==> src/rtl/xt_bus_pkg.sv <==
// Shared types and default widths for the per-master bus front end.
package xt_bus_pkg;

  localparam int XT_ADDR_WIDTH = 32;
  localparam int XT_DATA_WIDTH = 32;

  typedef enum logic [1:0] {
    IDLE = 2'd0,
    REQ  = 2'd1,
    XFER = 2'd2,
    RESP = 2'd3
  } bus_port_state_e;

  typedef struct packed {
    logic                         write;
    logic [XT_ADDR_WIDTH-1:0]     addr;
    logic [XT_DATA_WIDTH-1:0]     wdata;
    logic [XT_DATA_WIDTH/8-1:0]   wstrb;
  } xt_cmd_t;

endpackage

==> src/rtl/xt_bus_master_port.sv <==
// Per-master front end: holds one command, requests the arbiter, strobes the
// shared bus while granted and returns a single-cycle response or timeout error.
module xt_bus_master_port
  import xt_bus_pkg::*;
#(
  parameter int ADDR_WIDTH     = XT_ADDR_WIDTH,
  parameter int DATA_WIDTH     = XT_DATA_WIDTH,
  parameter int TIMEOUT_CYCLES = 255
) (
  input  logic                    clk,
  input  logic                    rst,
  input  logic                    cmd_valid,
  output logic                    cmd_ready,
  input  logic                    cmd_write,
  input  logic [ADDR_WIDTH-1:0]   cmd_addr,
  input  logic [DATA_WIDTH-1:0]   cmd_wdata,
  input  logic [DATA_WIDTH/8-1:0] cmd_wstrb,
  output logic                    read_req,
  output logic                    write_req,
  input  logic                    read_grant,
  input  logic                    write_grant,
  output logic                    bus_re,
  output logic                    bus_we,
  output logic [ADDR_WIDTH-1:0]   bus_addr,
  output logic [DATA_WIDTH-1:0]   bus_wdata,
  output logic [DATA_WIDTH/8-1:0] bus_wstrb,
  input  logic                    bus_ack,
  input  logic [DATA_WIDTH-1:0]   bus_rdata,
  output logic                    rsp_valid,
  output logic [DATA_WIDTH-1:0]   rsp_rdata,
  output logic                    rsp_err
);

  localparam int CNT_W = $clog2(TIMEOUT_CYCLES);
  localparam logic [CNT_W-1:0] CNT_LAST = CNT_W'(TIMEOUT_CYCLES - 1);

  typedef struct packed {
    logic                    write;
    logic [ADDR_WIDTH-1:0]   addr;
    logic [DATA_WIDTH-1:0]   wdata;
    logic [DATA_WIDTH/8-1:0] wstrb;
  } cmd_t;

  bus_port_state_e  state;
  cmd_t             cmd_q;
  logic [CNT_W-1:0] cnt;
  logic             grant;
  logic             timeout;
  logic             busy;

  assign grant   = cmd_q.write ? write_grant : read_grant;
  assign timeout = (cnt == CNT_LAST);
  assign busy    = (state == REQ) || (state == XFER);

  // Outputs decode only from state and the latch, so reset drops them at once.
  assign cmd_ready = (state == IDLE);
  assign read_req  = busy && !cmd_q.write;
  assign write_req = busy && cmd_q.write;
  assign bus_re    = (state == XFER) && !cmd_q.write;
  assign bus_we    = (state == XFER) && cmd_q.write;
  assign rsp_valid = (state == RESP);
  assign bus_addr  = cmd_q.addr;
  assign bus_wdata = cmd_q.wdata;
  assign bus_wstrb = cmd_q.wstrb;

  always_ff @(posedge clk or posedge rst) begin
    if (rst) begin
      state     <= IDLE;
      cmd_q     <= '0;
      cnt       <= '0;
      rsp_rdata <= '0;
      rsp_err   <= 1'b0;
    end else begin
      case (state)
        IDLE: begin
          if (cmd_valid) begin
            cmd_q.write <= cmd_write;
            cmd_q.addr  <= cmd_addr;
            cmd_q.wdata <= cmd_wdata;
            cmd_q.wstrb <= cmd_wstrb;
            cnt         <= '0;
            state       <= REQ;
          end
        end
        REQ: begin
          if (timeout) begin
            rsp_err   <= 1'b1;
            rsp_rdata <= '0;
            state     <= RESP;
          end else begin
            cnt <= cnt + CNT_W'(1);
            if (grant) state <= XFER;
          end
        end
        XFER: begin
          // An ack on the timeout cycle still completes normally.
          if (bus_ack) begin
            rsp_err   <= 1'b0;
            rsp_rdata <= cmd_q.write ? '0 : bus_rdata;
            state     <= RESP;
          end else if (timeout) begin
            rsp_err   <= 1'b1;
            rsp_rdata <= '0;
            state     <= RESP;
          end else begin
            cnt <= cnt + CNT_W'(1);
            if (!grant) state <= REQ;
          end
        end
        RESP: begin
          rsp_err <= 1'b0;
          state   <= IDLE;
        end
        default: state <= IDLE;
      endcase
    end
  end

endmodule
==> config.mk <==
export PLATFORM = sky130hd
export DESIGN_NAME = xt_bus_master_port
export DESIGN_NICKNAME = d
export VERILOG_FILES = /design/src/rtl/xt_bus_pkg.sv /design/src/rtl/xt_bus_master_port.sv
export SDC_FILE = /design/constraint.sdc
export NUM_CORES = 1
export LEC_CHECK = 0
export ABC_AREA = 1
export CAP_MARGIN = 20
export CORE_MARGIN = 2
export CORE_UTILIZATION = 47
export DETAILED_ROUTE_END_ITERATION = 8
export PLACE_DENSITY_LB_ADDON = 0.05
export SYNTH_ARGS = -nofsm -noshare
export SYNTH_HDL_FRONTEND = slang
export SYNTH_SLANG_ARGS = --single-unit
==> constraint.sdc <==
create_clock -name clk -period 6.7 [get_ports clk]
set_clock_uncertainty 0.15 [all_clocks]
set_input_delay 1.005 -clock clk [delete_from_list [all_inputs] [get_ports clk]]
set_output_delay 1.005 -clock clk [all_outputs]
set_load 0.01 [all_outputs]
==> impl_metrics.ini <==
[placed_design]
place_congestion = 0.725
dp_hpwl_mm = 9.01
io_buffers = 213
preCtsSetupSlack_ns = 3.04

[pwr]
vdd_ir_drop_max_v = 0.000278
power_density_nw_per_um2 = 410
p_sw_uw = 1000
intPower_uw = 1950
p_leak_uw = 0.00306
swShare_pct = 34.0
pwr-share-clk_pct = 14.0
combPwrFrac_pct = 48.4
power.total_uw = 2950
sequentialPowerShare_pct = 37.6

[floorplanning]
die_x_um = 110
die_h_um = 110
ios = 214
dieArea_um2 = 12100
initial_core_util_pct = 48.5
row_count = 38
core_area_um2 = 10900

[sta]
period_needed_ns = 4.07
fin_crit_sh_pct = 60.8
slew_headroom_pct = 41.1
tightest_slew_ns = 0.880
slew_viol_final = 0
setup_viol = 0
finalSetupTns_ns = 0
fmax_ghz = 0.245
setup_slack_ns = 2.63
hold_violations = 0
grt_setup_unrepaired = no
whs_ns = 0.364

[yosys]
syn_area_um2 = 5280
syn_inst = 475
synth_area_per_cell_um2 = 11.1
yosysUniqueCellTypes = 28
synth_warnings = 0
yosysSeqAreaShare_pct = 53.1
synth_fp_nets = 589
synth-seq-cells = 112

[global_route]
grt_pass1_wl_mm = 18.3
grt_overflow = 0
grt_util_all_layers_pct = 20.0
grt_max_degree = 63
grt_antenna_before_repair = 0
grt_pass1_vias = 3623

[critical_path]
worst_ep_arrival_time_ns = 2.92
critPathLaunch = state[0]
critPathRequiredTime_ns = 5.54
crit_fanout = 33
r2r-start = state[0]
critPathLaunchType = register
critPathKind = register to output port
end_kind = output port

[clock_network]
cts.sinks = 112
holdBufCountCts = 0
cts_htree_levels = 3
cts_resized = 0
worstSkewPairLatency_ns = 0.36
cts_tree = done
cts_buffer_depth = 2
cts_buffers = 9
cts_root_buffer = clkbuf_8
cts_setup_buffers = 0
clk_pin_slew_ns = 0.10

[detailed_routing]
via_per_inst = 4.89
drt_wl_total_mm = 12.3
post-route-drc-count = 0
final_antenna_net_count = 0
drt-pass1-iter-count = 5
drtIter0Drc = 86
wl_per_cell_um = 16.1
dr_total_vias = 3729

[cells_and_area]
final_nets = 731
layout_commonest_cell = clkdlybuf4s50_1
area_growth_syn_to_layout_pct = 36.2
layout-drive-gt1-share_pct = 18.0
final_cell_mix = 213 x clkdlybuf4s50_1, 112 x dfrtp_1, 68 x mux2_2
antenna_cells = 0
final.fill_count = 923

[worst_hold_path]
hp-class = register to register
hold_start = bus_addr[4]

[run]
cap_viol_max_count = 0

[run_status]
status = finished, final reports clean
-- through the flow --
stage               instances  utilization (%)  instance area, um2
finish                    762             66.1                7190
global route              762             66.1                7190
CTS                       762             66.1                7190
detailed placement        746             64.2                6990
global placement          746             64.2                6990
floorplan                 475                -                5280
-- per-layer routing --
metal  routed length (um)  GRT usage (%)
met1                 4930           24.2
met2                 5920           33.4
met3                 1040           5.41
met4                  370           9.13
met5                    0              0
-- worst max-delay path, stage by stage (launching register included) --
cell and delay [ns]:
dfrtp_1 0.46, inv_1 0.13, ha_1 0.51, inv_2 0.16, nor2_4 0.62, clkdlybuf4s50_1 0.67
-- worst paths after layout --
check / to / slack [ns] / cells after the start
setup / recovery: read_req / 2.63 / 5
hold / removal: bus_addr[4] / 0.36 / 1
setup reg to reg: bus_wdata[6] / 3.98 / 5
hold reg to reg: bus_addr[4] / 0.36 / 1
max in group asynchronous: rsp_err / 4.24 / 3
min in group asynchronous: bus_addr[6] / 0.96 / 2
-- sequential cells by signal, indices dropped and copies added (netlist names) --
| name | cells |
|---|---|
| bus_wstrb | 4 |
| rsp_rdata | 32 |
| bus_addr | 32 |
| bus_wdata | 32 |
| rsp_err | 1 |
| cmd_q | 1 |
| state | 2 |
| cnt | 8 |
-- power groups by stage --
stage                     registers (uW)  logic, uW  clock network [uW]
after global routing                1140       1540                 454
after global placement              1110       1410                   0
after floorplan                     1110        982                   0
final                               1110       1430                 413
after CTS                           1110       1450                 426
after detailed placement            1120       1440                   0
-- synth_stat cells --
cell	number	area, um2
dfrtp_1	112	2800
o21ai_0	25	125
nand2_4	1	11.3
nand3_1	40	200
o22a_1	1	8.76
nand3_4	1	17.5
o21bai_1	1	7.51
nand2_1	43	161
buf_6	3	33.8
nand2_2	2	12.5
mux2_2	68	766
nand4_1	3	18.8
buf_4	71	533
buf_2	10	50.1
nand3b_1	1	7.51
inv_1	48	180
inv_2	3	11.3
o21ai_2	10	87.6
nor2_2	2	12.5
o21ai_4	1	16.3
or2_2	1	6.26
nor2_1	10	37.5
ha_1	7	87.6
a21oi_1	4	20.0
nor3_4	1	16.3
nor2_4	2	22.5
xor2_1	2	17.5
o21ai_1	2	10.0
-- area by class of cell --
cell class                      instances  area [um2]  area share, %
Inverter                               51         194           2.70
Multi-Input combinational cell        228        1670           23.3
Sequential cell                       112        2800           39.0
Clock inverter                          7        76.3           1.06
Tap cell                              140         175           2.44
Timing Repair Buffer                  215        2150           29.9
Clock buffer                            9         124           1.72
-- logic make-up after synthesis --
| group | share of synthesized area [%] |
|---|---|
| XOR/XNOR | 0.332 |
| AO/OA/AOI/OAI | 5.21 |
| adder cells (fa/ha/maj) | 1.66 |
| multiplexers | 14.5 |
| flip-flops | 53.1 |
| AND/OR/NAND/NOR | 9.93 |
| buffers and inverters | 15.3 |
(Power assumes the default switching activity.)
